$ cat src/rtl/keypad_pkg.sv
// Shared state encoding and digit constants for the keypad entry path.
package keypad_pkg;

  localparam int DIGIT_W = 4;
  localparam logic [DIGIT_W-1:0] MAX_DIGIT = 4'd9;

  typedef enum logic [1:0] {
    IDLE     = 2'd0,
    PRESS_DB = 2'd1,
    HELD     = 2'd2,
    REL_DB   = 2'd3
  } kp_state_e;

endpackage

$ cat src/rtl/keypad_debounce.sv
// Synchronises the encoder D/V pair and debounces presses and releases,
// producing one strobe per accepted key press.
module keypad_debounce
  import keypad_pkg::*;
#(
  parameter int DEBOUNCE_CYCLES = 4
) (
  input  logic               clk,
  input  logic               resetn,
  input  logic [DIGIT_W-1:0] d,
  input  logic               v,
  output logic               key_strobe,
  output logic [DIGIT_W-1:0] key_value
);

  localparam int CNT_W = $clog2(DEBOUNCE_CYCLES + 1);
  localparam logic [CNT_W-1:0] CNT_MAX = CNT_W'(DEBOUNCE_CYCLES);
  localparam logic [CNT_W-1:0] ONE     = CNT_W'(1);

  logic [DIGIT_W-1:0] d_meta_q, d_sync_q;
  logic               v_meta_q, v_sync_q;
  kp_state_e          state_q, state_d;
  logic [CNT_W-1:0]   cnt_q, cnt_d, cnt_inc;
  logic [DIGIT_W-1:0] cand_q, cand_d;
  logic               strobe_q, strobe_d;
  logic [DIGIT_W-1:0] value_q, value_d;
  logic               present;

  // V idles high, so its synchroniser resets to "no key".
  always_ff @(posedge clk or negedge resetn) begin
    if (!resetn) begin
      d_meta_q <= '0;
      d_sync_q <= '0;
      v_meta_q <= 1'b1;
      v_sync_q <= 1'b1;
      state_q  <= IDLE;
      cnt_q    <= '0;
      cand_q   <= '0;
      strobe_q <= 1'b0;
      value_q  <= '0;
    end else begin
      d_meta_q <= d;
      d_sync_q <= d_meta_q;
      v_meta_q <= v;
      v_sync_q <= v_meta_q;
      state_q  <= state_d;
      cnt_q    <= cnt_d;
      cand_q   <= cand_d;
      strobe_q <= strobe_d;
      value_q  <= value_d;
    end
  end

  assign present = !v_sync_q && (d_sync_q <= MAX_DIGIT);
  assign cnt_inc = (cnt_q == CNT_MAX) ? cnt_q : cnt_q + ONE;

  always_comb begin
    state_d  = state_q;
    cnt_d    = cnt_q;
    cand_d   = cand_q;
    strobe_d = 1'b0;
    value_d  = value_q;
    case (state_q)
      IDLE: begin
        if (present) begin
          cand_d = d_sync_q;
          cnt_d  = ONE;
          if (ONE == CNT_MAX) begin
            state_d  = HELD;
            strobe_d = 1'b1;
            value_d  = d_sync_q;
          end else begin
            state_d = PRESS_DB;
          end
        end
      end
      PRESS_DB: begin
        if (!present) begin
          state_d = IDLE;
          cnt_d   = '0;
        end else if (d_sync_q != cand_q) begin
          cand_d = d_sync_q;
          cnt_d  = ONE;
        end else begin
          cnt_d = cnt_inc;
          if (cnt_inc == CNT_MAX) begin
            state_d  = HELD;
            strobe_d = 1'b1;
            value_d  = cand_q;
          end
        end
      end
      HELD: begin
        if (!present) begin
          cnt_d   = ONE;
          state_d = (ONE == CNT_MAX) ? IDLE : REL_DB;
        end
      end
      REL_DB: begin
        if (present) begin
          state_d = HELD;
        end else begin
          cnt_d = cnt_inc;
          if (cnt_inc == CNT_MAX) begin
            state_d = IDLE;
          end
        end
      end
      default: state_d = IDLE;
    endcase
  end

  assign key_strobe = strobe_q;
  assign key_value  = value_q;

endmodule

$ cat src/rtl/keypad_digit_register.sv
// Debounced keypad entry buffer: shifts accepted digits into a BCD buffer
// and publishes it as a code word on enter.
module keypad_digit_register
  import keypad_pkg::*;
#(
  parameter int DIGITS          = 4,
  parameter int DEBOUNCE_CYCLES = 4
) (
  input  logic                         clk,
  input  logic                         resetn,
  input  logic [3:0]                   D,
  input  logic                         V,
  input  logic                         clear,
  input  logic                         enter,
  output logic                         key_strobe,
  output logic [3:0]                   key_value,
  output logic [4*DIGITS-1:0]          digits,
  output logic [$clog2(DIGITS+1)-1:0]  count,
  output logic                         full,
  output logic                         overflow,
  output logic [4*DIGITS-1:0]          code,
  output logic                         code_valid
);

  localparam int BUF_W = DIGIT_W * DIGITS;
  localparam int CNT_W = $clog2(DIGITS + 1);

  logic [BUF_W-1:0] digits_q, digits_d, shifted;
  logic [CNT_W-1:0] count_q, count_d;
  logic [BUF_W-1:0] code_q, code_d;
  logic             code_valid_q, code_valid_d;
  logic             overflow_q, overflow_d;
  logic             full_w;

  keypad_debounce #(
    .DEBOUNCE_CYCLES(DEBOUNCE_CYCLES)
  ) u_debounce (
    .clk       (clk),
    .resetn    (resetn),
    .d         (D),
    .v         (V),
    .key_strobe(key_strobe),
    .key_value (key_value)
  );

  always_ff @(posedge clk or negedge resetn) begin
    if (!resetn) begin
      digits_q     <= '0;
      count_q      <= '0;
      code_q       <= '0;
      code_valid_q <= 1'b0;
      overflow_q   <= 1'b0;
    end else begin
      digits_q     <= digits_d;
      count_q      <= count_d;
      code_q       <= code_d;
      code_valid_q <= code_valid_d;
      overflow_q   <= overflow_d;
    end
  end

  assign full_w  = (count_q == CNT_W'(DIGITS));
  assign shifted = (digits_q << DIGIT_W) | BUF_W'(key_value);

  // clear beats enter, enter beats a fresh digit; enter still keeps a
  // same-cycle digit as the first entry of the new buffer.
  always_comb begin
    digits_d     = digits_q;
    count_d      = count_q;
    code_d       = code_q;
    code_valid_d = 1'b0;
    overflow_d   = 1'b0;
    if (clear) begin
      digits_d = '0;
      count_d  = '0;
    end else if (enter) begin
      code_d       = digits_q;
      code_valid_d = 1'b1;
      if (key_strobe) begin
        digits_d = BUF_W'(key_value);
        count_d  = CNT_W'(1);
      end else begin
        digits_d = '0;
        count_d  = '0;
      end
    end else if (key_strobe) begin
      if (full_w) begin
        overflow_d = 1'b1;
      end else begin
        digits_d = shifted;
        count_d  = count_q + CNT_W'(1);
      end
    end
  end

  assign digits     = digits_q;
  assign count      = count_q;
  assign full       = full_w;
  assign overflow   = overflow_q;
  assign code       = code_q;
  assign code_valid = code_valid_q;

endmodule
$ cat config.mk
export PLATFORM = sky130hd
export DESIGN_NAME = keypad_digit_register
export DESIGN_NICKNAME = d
export VERILOG_FILES = /design/src/rtl/keypad_pkg.sv /design/src/rtl/keypad_debounce.sv /design/src/rtl/keypad_digit_register.sv
export SDC_FILE = /design/constraint.sdc
export NUM_CORES = 1
export LEC_CHECK = 0
export CORE_MARGIN = 2
export CORE_UTILIZATION = 40
export DETAILED_ROUTE_END_ITERATION = 12
export HOLD_SLACK_MARGIN = 0.1
export PLACE_DENSITY = 0.78
export SLEW_MARGIN = 10
export SYNTH_ARGS = -nofsm -noshare
export SYNTH_HDL_FRONTEND = slang
export SYNTH_SLANG_ARGS = --single-unit
$ cat constraint.sdc
create_clock -name clk -period 2.41 [get_ports clk]
set_clock_uncertainty 0.15 [all_clocks]
set_input_delay 0.482 -clock clk [delete_from_list [all_inputs] [get_ports clk]]
set_output_delay 0.482 -clock clk [all_outputs]
set_load 0.03 [all_outputs]
# Word-level counts from Yosys, hierarchy flattened
# Index checks and enable logic that the tools add are counted.
# W data, S select, Z words.
word_totals:
  register_bits: 61
  word_cells: 86
  in_bits: 9
  output_inout_bits: 43
classes:
  n_reduce_logical: 11
  bitwise_logic: 3
  n_mux: 39
  n_lt_le_gt_ge: 1
  eq_ne: 16
  n_addsub: 2
op_table:
  columns: ["op", "count"]
  rows:
  - ["$mux W16", 4]
  - ["$mux W3", 10]
  - ["$mux W4", 4]
  - ["$or A16 B4 Y16", 1]
  - ["$mux W2", 7]
  - ["$pmux W3 S4", 1]
  - ["$mux W1", 11]
  - ["$eq A3 B3 Y1 const B", 3]
  - ["$ne A3 B3 Y1 const B", 3]
  - ["$pmux W2 S4", 1]
  - ["$pmux W4 S2", 1]
  - ["$reduce_and A4 Y1", 2]
  - ["$add A3 B1 Y3 const B", 2]
  - ["$ne A2 B1 Y1 const B", 3]
  - ["$reduce_and A5 Y1", 1]
  - ["$eq A2 B2 Y1 const B", 2]
  - ["$le A4 B4 Y1 const B", 1]
  - ["$ne A2 B2 Y1 const B", 2]
  - ["$ne A4 B4 Y1", 1]
  - ["$reduce_and A2 Y1", 2]
  - ["$ne A3 B1 Y1 const B", 1]
  - ["$reduce_and A3 Y1", 1]
  - ["$reduce_bool A3 Y1", 1]
  - ["$eq A2 B1 Y1 const B", 1]
  - ["other kinds (5)", 6]

# Longest topological paths before layout
# Gate-level depths: netlist of the first run.
logic_depth:
  word_depth: 7
  depth_mapped: 8
  depth_no_buf: 6

# Hierarchy
# From an unflattened synthesis of the first run, not the netlist that was laid out.
hier_totals:
  cells_unflattened: 177
  area_unflattened_um2: 2511.2
by_module_without_submodules:
  columns: ["mod", "area_each_um2", "n_inst", "cells_per_inst", "seq_area_each_um2"]
  rows:
  - ["keypad_digit_register", 1465.2, 1, 98, 925.9]
  - ["keypad_debounce", 1046.0, 1, 79, 603.1]

# Worst setup path after synthesis of the first run
# OpenSTA, ideal clock, no wires.
synth_timing:
  path_kind: "flip-flop to flip-flop"
  startpoint: "reg u_debounce.cnt_q[0]"
  endpoint: "reg u_debounce.value_q[0], in the netlist u_debounce.key_value[0]"
  arrival_time_ns: 1.974
  stages_incl_launch_ff: 7
  slack_ns: 0.159
  setup_ns: 0.128
  synth_period_minus_slack_ns: 2.251
  t_required_ns: 2.132
  n_path_buf: 0
  cell_sequence: "dfrtp_1 -> inv_1 -> ha_1 -> or3b_4 -> a311oi_4 -> nand3_4 -> mux2_1"
synth_between:
  elab_chain_len: 4
  elab_cells_between_ends: 5
  cone_classes: "add/sub: 1; eq/ne: 2; mux: 1; reduce/logical: 1"
synth_lines:
  columns: ["item", "line_no", "text"]
  rows:
  - ["start: declaration", "keypad_debounce.sv:23", "logic [CNT_W-1:0] cnt_q, cnt_d, cnt_inc;"]
  - ["start signal: assignment", "keypad_debounce.sv:47", "cnt_q <= cnt_d;"]
  - ["$add A3 B1 Y3 / $eq A3 B3 Y1 (equally long branches)", "keypad_debounce.sv:55", "assign cnt_inc = (cnt_q == CNT_MAX) ? cnt_q : cnt_q + ONE;"]
  - ["$mux W3 *", "keypad_debounce.sv:55", null]
  - ["$eq A3 B3 Y1 *", "keypad_debounce.sv:86", "if (cnt_inc == CNT_MAX) begin"]
  - ["$reduce_and A4 Y1 (no source line) *", null, null]
  - ["end signal: assignment", "keypad_debounce.sv:50", "value_q <= value_d;"]
  - ["end: declaration", "keypad_debounce.sv:26", "logic [DIGIT_W-1:0] value_q, value_d;"]
# Every way passes the cells marked *; elsewhere a longest branch is shown, timed or not.
# A chain may end at the register's enable or synchronous reset.

# Worst setup path after layout of the first run
layout_timing:
  startpoint: "reg u_debounce.cnt_q[0]"
  endpoint: "reg u_debounce.value_q[2], in the netlist u_debounce.key_value[2]"
# The elaborated chain is that of the path after synthesis.

==> results of run 1 <==
==> layer usage <==
metal,track usage [%],vias to the layer above,wire length [µm]
li1,-,801,-
met1,20.10,847,2210
met2,23.46,42,2184
met5,0,-,0
met3,4.175,9,184
met4,6.706,0,79
==> registers in the layout (all words and copies together), names as in the netlist, 3 cells and up, named ones only <==
register / count
code: 16
digits: 16
u_debounce.cand_q: 4
u_debounce.d_meta_q: 4
u_debounce.d_sync_q: 4
u_debounce.key_value: 4
count: 3
u_debounce.cnt_q: 3
==> cells in the final DEF, fill, tap and decap left out, drive strengths merged, types with 2 or more instances in the layout <==
cell type / instances
a31oi: 2
a21oi: 6
buf: 7
clkdlybuf4s50: 49
nand2b: 3
ha: 4
mux2: 24
a22o: 14
a21boi: 2
dfstp: 2
nand2: 8
nand4: 2
o211ai: 2
clkinvlp: 2
dfrtp: 59
clkbuf: 11
nor4: 2
xor2: 4
bufinv: 2
mux2i: 4
nor2: 13
nand3: 3
inv: 9
a32oi: 2
==> power by group through the flow <==
stage | Combinational [mW] | Sequential (mW) | Clock (mW)
finish | 0.164 | 1.08 | 1.00
global route | 0.182 | 1.08 | 1.08
CTS | 0.168 | 1.08 | 1.03
detailed placement | 0.166 | 1.09 | 0
global placement | 0.162 | 1.09 | 0
floorplan | 0.0976 | 1.09 | 0
==> final cells by class <==
type / count / area [µm²] / area share (%)
clock buffers: 11 / 141.4 / 4.185
multi-input cells: 109 / 910.9 / 26.96
repair buffers: 58 / 584.3 / 17.30
clock inverters: 5 / 83.83 / 2.481
flip-flops and latches: 61 / 1530 / 45.30
inverters: 9 / 33.78 / 1.000
well taps: 75 / 93.84 / 2.778
==> path summary, 6_finish.rpt <==
check	from	endpoint	slack, ns
worst max-delay path	u_debounce.cnt_q[0]	u_debounce.key_value[2]	0.12
max in group asynchronous	resetn	u_debounce.cnt_q[2]	1.06
worst min register to register	u_debounce.d_meta_q[2]	u_debounce.d_sync_q[2]	0.20
worst min-delay path	u_debounce.d_meta_q[2]	u_debounce.d_sync_q[2]	0.20
min in group asynchronous	resetn	u_debounce.cnt_q[1]	0.49
worst max register to register	u_debounce.cnt_q[0]	u_debounce.key_value[2]	0.12
==> logic make-up (layout without fill, tap and decap cells) <==
| group | Yosys count | in the layout | synth area share [%] |
|---|---|---|---|
| flip-flops | 61 | 61 | 61.16 |
| AND/OR/NAND/NOR | 38 | 38 | 8.860 |
| AO/OA/AOI/OAI | 35 | 35 | 11.61 |
| multiplexers | 28 | 28 | 12.41 |
| buffers and inverters | 17 | 83 | 2.553 |
| adder cells (fa/ha/maj) | 4 | 4 | 2.002 |
| XOR/XNOR | 4 | 4 | 1.401 |
==> critical path: cells and delay by family (launching register included) <==
kind            cells  cell delay, ns
simple gates        2            0.57
compound gates      1            0.37
fa+ha+maj           1            0.25
mux                 1            0.34
flops               1            0.42
buf+inv             1            0.09
==> metrics by stage <==
stage / util, % / total power, mW / instances
after floorplan: - / 1.190 / 187
after global routing: 56.39 / 2.338 / 328
after detailed placement: 52.46 / 1.261 / 311
after global placement: 52.46 / 1.254 / 311
final: 56.39 / 2.245 / 328
after CTS: 56.37 / 2.274 / 328
==> repair_timing <==
item | in CTS | in global routing
hold endpoints to repair | 16 | 0
endpoints found under the setup margin | 1 | 5
buffers inserted | 0 | 0
gates resized for setup | 1 | 1
hold buffers | 1 | 0
==> metrics.yaml, run 1 <==
status:
  outcome: "complete, no violations"
placement:
  io_buffer_count: 51
  place_area_um2: 3143
  gp_congestion: 0.8758
  hpwl_um: 3348
  place_ws_ns: 0.06904
clocking:
  clkSlewWorstSetupHoldPaths_ns: 0.07
  clkLatencyLatePin_ns: 0.33
  cts.sinks: 61
  cts.path.max_buffers: 2
  cts_made_buffers: 9
  cts_tree: "done"
  htree_levels: 3
  clock-root-buffer: "clkbuf_8"
pwr:
  clock_power_share_pct: 44.7
  intPower_mw: 1.736
  p_sw_mw: 0.5092
  p_per_area_nw_per_um2: 664.6
  p_seq_share_pct: 48.0
  p_leak_nw: 1.523
  power.share.switching_pct: 22.68
  pwr-share-comb_pct: 7.3
  irDropWorstVdd_uv: 477.5
logic_synthesis:
  synth_edf_count: 0
  ys_ff_latch: 61
  synth_area_leaders: "dfrtp_1 (59%), mux2_2 (9.0%), a22o_1 (4.9%)"
  synth_area_um2: 2500
  synth.most_common_cell: "dfrtp_1"
  synth_commonest_cells: "dfrtp_1 (59), mux2_2 (20), a22o_1 (14)"
  synth_top_area_cell: "dfrtp_1"
  ys_warn_count: 0
  syn_nets: 200
  synth_top_area_share_pct: 59.06
  dominantRegCellSynth: "dfrtp_1"
  syn-instance-count: 187
  async_flop_share_pct: 100.0
  synth_cell_types: 38
  synth_seq_area_share_pct: 61.16
  postSynthAreaPerCell_um2: 13.37
worst_setup_path:
  crit_chain: "inv_1 -> ha_1 -> or3b_4 -> a311oi_4 -> nand3_4 -> mux2_1"
  cp_max_fo: 8
  required_ns: 2.48
  ff2ff_path_depth: 6
  cpPeakStageDelay_ns: 0.43
  slowest_stage: "or3b_4"
  crit_path_end_kind: "flip-flop"
  crit_type: "flip-flop to flip-flop"
  arrival_ns: 2.36
  start_kind: "flip-flop"
timing:
  period_needed_ns: 2.293
  finalSetupViolCount: 0
  post-route-period-util_pct: 95.12
  fmaxAchievable_ghz: 0.4362
  slew_viol_final: 0
  slew_headroom_pct: 62.16
  finalHoldViolCount: 0
  fin_tns_setup_ns: 0
  whs_ns: 0.2001
  grt_setup_unrepaired: "no"
  worst_pin_slew_ns: 0.5645
  setup_slack_ns: 0.1175
layout:
  diodes: 0
  nNetsFinal: 261
  drive_above_1_share_pct: 20.16
  area_delta_synth_final_pct: 35.14
  postLayoutCellArea_um2: 3378
  fillCellCount: 498
die:
  rows: 28
  dieArea_um2: 6898
  die_x_um: 83.06
  start_util_pct: 41.73
  io_pins: 52
  die_h_um: 83.06
  core_area_um2: 5991
route:
  wl_per_cell_um: 14.20
  first_pass_iters: 4
  remaining_drc_errors: 0
  wl_um: 4659
  drtIter0Drc: 70
  vias: 1699
  drtAntennaViolNets: 0
  avgViaCountPerCell: 5.180
grt:
  grt_remaining_overflow: 0
  grt_pass1_vias: 1728
  grt_max_degree: 44
  antenna_found_initial: 0
  grt_pass1_wl_um: 8342
  grt_util_all_layers_pct: 15.20
worst_hold_path:
  hold_path_depth: 0
  hold_class: "flip-flop to flip-flop"
job:
  cap_violations: 0
No activity file was read; power rests on OpenSTA's default activity.
==> run 2, diff against run 1 <==
--- a/config.mk
+++ b/config.mk
@@ -10,6 +10,7 @@
 export DETAILED_ROUTE_END_ITERATION = 12
 export HOLD_SLACK_MARGIN = 0.1
 export PLACE_DENSITY = 0.78
+export RECOVER_POWER = 50
 export SLEW_MARGIN = 10
 export SYNTH_ARGS = -nofsm -noshare
 export SYNTH_HDL_FRONTEND = slang
==> run 2 against run 1 <==
Effect of this change: sequential share of layout area grew 0.12 points; sequential power is essentially flat; combinational power is essentially flat; routed wire length shrank 0.32%; global-route usage is the same; cell area shrank 0.26%; clock-buffer cell count is the same; flip-flop and latch count is the same.
==> metrics.yaml, run 2 (synthesized netlist as in run 1, its figures left out) <==
placement:
  io_buffer_count: 51
  hpwl_um: 3348
  gp_congestion: 0.8758
worst_setup_path:
  slowest_stage: "or3b_4"
  cp_max_fo: 8
  arrival_ns: 2.35
  required_ns: 2.47
  ff2ff_path_depth: 6
  start_kind: "flip-flop"
  cpPeakStageDelay_ns: 0.43
  crit_chain: "inv_1 -> ha_1 -> or3b_4 -> a311oi_4 -> nand3_4 -> mux2_1"
  crit_type: "flip-flop to flip-flop"
  crit_path_end_kind: "flip-flop"
worst_hold_path:
  hold_path_depth: 0
  hold_class: "flip-flop to flip-flop"
pwr:
  p_leak_nw: 1.514
  irDropWorstVdd_uv: 475.9
  p_per_area_nw_per_um2: 664.8
layout:
  drive_above_1_share_pct: 18.97
  final_common_cell: "dfrtp_1"
  nNetsFinal: 261
  area_delta_synth_final_pct: 34.78
  multiInputGateArea_um2: 910.9
  fillCellCount: 503
  layout_common_cells: "dfrtp_1 (58), clkdlybuf4s50_1 (43), mux2_2 (20)"
  ff_latch_area_um2: 1530
  fin_util_pct: 56.24
  diodes: 0
timing:
  finalSetupViolCount: 0
  fin_tns_setup_ns: 0
  grt_setup_unrepaired: "no"
  fmaxAchievable_ghz: 0.4366
  period_needed_ns: 2.290
  whs_ns: 0.2003
  post-route-period-util_pct: 95.04
  worst_pin_slew_ns: 1.107
  slew_headroom_pct: 26.20
  finalHoldViolCount: 0
  slew_viol_final: 0
route:
  first_pass_iters: 4
  wl_per_cell_um: 14.16
  drtIter0Drc: 55
  avgViaCountPerCell: 5.189
  wl_um: 4644
  vias: 1702
  remaining_drc_errors: 0
  drtAntennaViolNets: 0
job:
  cap_violations: 0
die:
  rows: 28
  dieArea_um2: 6898
  core_area_um2: 5991
  io_pins: 52
  die_h_um: 83.06
  start_util_pct: 41.73
  die_x_um: 83.06
clocking:
  cts_setup_buffers: 0
  htree_levels: 3
  cts.sinks: 61
  cts_tree: "done"
  cts_made_buffers: 9
  cts.path.max_buffers: 2
  clock-root-buffer: "clkbuf_8"
  clkSlewWorstSetupHoldPaths_ns: 0.07
  clkLatencyLatePin_ns: 0.33
grt:
  grt_util_all_layers_pct: 15.20
  grt_remaining_overflow: 0
  grt_max_degree: 44
  grt_pass1_vias: 1728
  antenna_found_initial: 0
  grt_pass1_wl_um: 8342
status:
  outcome: "complete, no violations"
run 2: cell types whose count changed in the layout (fill, tap and decap cells not counted), sizes merged:
cell           previous run  this run
buf                       7         4
clkbuf                   11        14
clkdlybuf4s50            49        43
dlygate4sd3               1         7
run 2: critical path: cells and delay by family (launching register included):
family                   cells  cell delay, ns
AO/OA/AOI/OAI                1            0.38
adder cells (fa/ha/maj)      1            0.25
buffers and inverters        1            0.09
flip-flops                   1            0.42
multiplexers                 1            0.34
AND/OR/NAND/NOR              2            0.57
run 2: final timing paths:
| path | start | endpoint | slack, ns |
|---|---|---|---|
| setup / recovery | u_debounce.cnt_q[0] | u_debounce.key_value[2] | 0.12 |
| hold / removal | u_debounce.d_meta_q[2] | u_debounce.d_sync_q[2] | 0.20 |
| setup reg to reg | u_debounce.cnt_q[0] | u_debounce.key_value[2] | 0.12 |
| hold reg to reg | u_debounce.d_meta_q[2] | u_debounce.d_sync_q[2] | 0.20 |
| max in group asynchronous | resetn | u_debounce.cnt_q[2] | 0.60 |
| min in group asynchronous | resetn | u_debounce.cnt_q[1] | 0.74 |
run 2: power by group:
part / leakage, nW / switching (mW) / internal [mW]
sequential: 0.811 / 0.0250 / 1.05
clock: 0.106 / 0.390 / 0.612
combinational: 0.597 / 0.0919 / 0.0698
total: 1.51 / 0.507 / 1.73
run 2: stage by stage:
| stage | area, µm² | power [mW] | cells | setup WS, ns |
|---|---|---|---|---|
| detailed placement | 3143 | 1.261 | 311 | 0.06904 |
| global placement | 3143 | 1.254 | 311 | 0.1624 |
| finish | 3369 | 2.240 | 328 | 0.1195 |
| floorplan | 2500 | 1.190 | 187 | 0.1588 |
| CTS | 3377 | 2.274 | 328 | 0.06063 |
| global route | 3369 | 2.336 | 328 | 0.01593 |
run 2: final cells by class:
class                   count  share of cell area, %
flip-flops and latches     61                  45.41
clock inverters             5                  2.488
clock buffers              11                  4.196
repair buffers             58                  17.08
inverters                   9                  1.003
well taps                  75                  2.785
multi-input cells         109                  27.03
run 2: timing repair:
action                                 CTS  global route
pin swaps                                0             0
setup endpoints to repair                1             5
gates resized for setup                  1             1
hold buffers                             1             0
endpoints found under the hold margin   16             0
run 2: per-layer routing:
layer	up-vias	track usage, %	share of wire, %
li1	802	-	-
met1	845	20.10	46
met2	47	23.46	48
met3	8	4.175	4.5
met4	0	6.706	1.6
met5	-	0	0
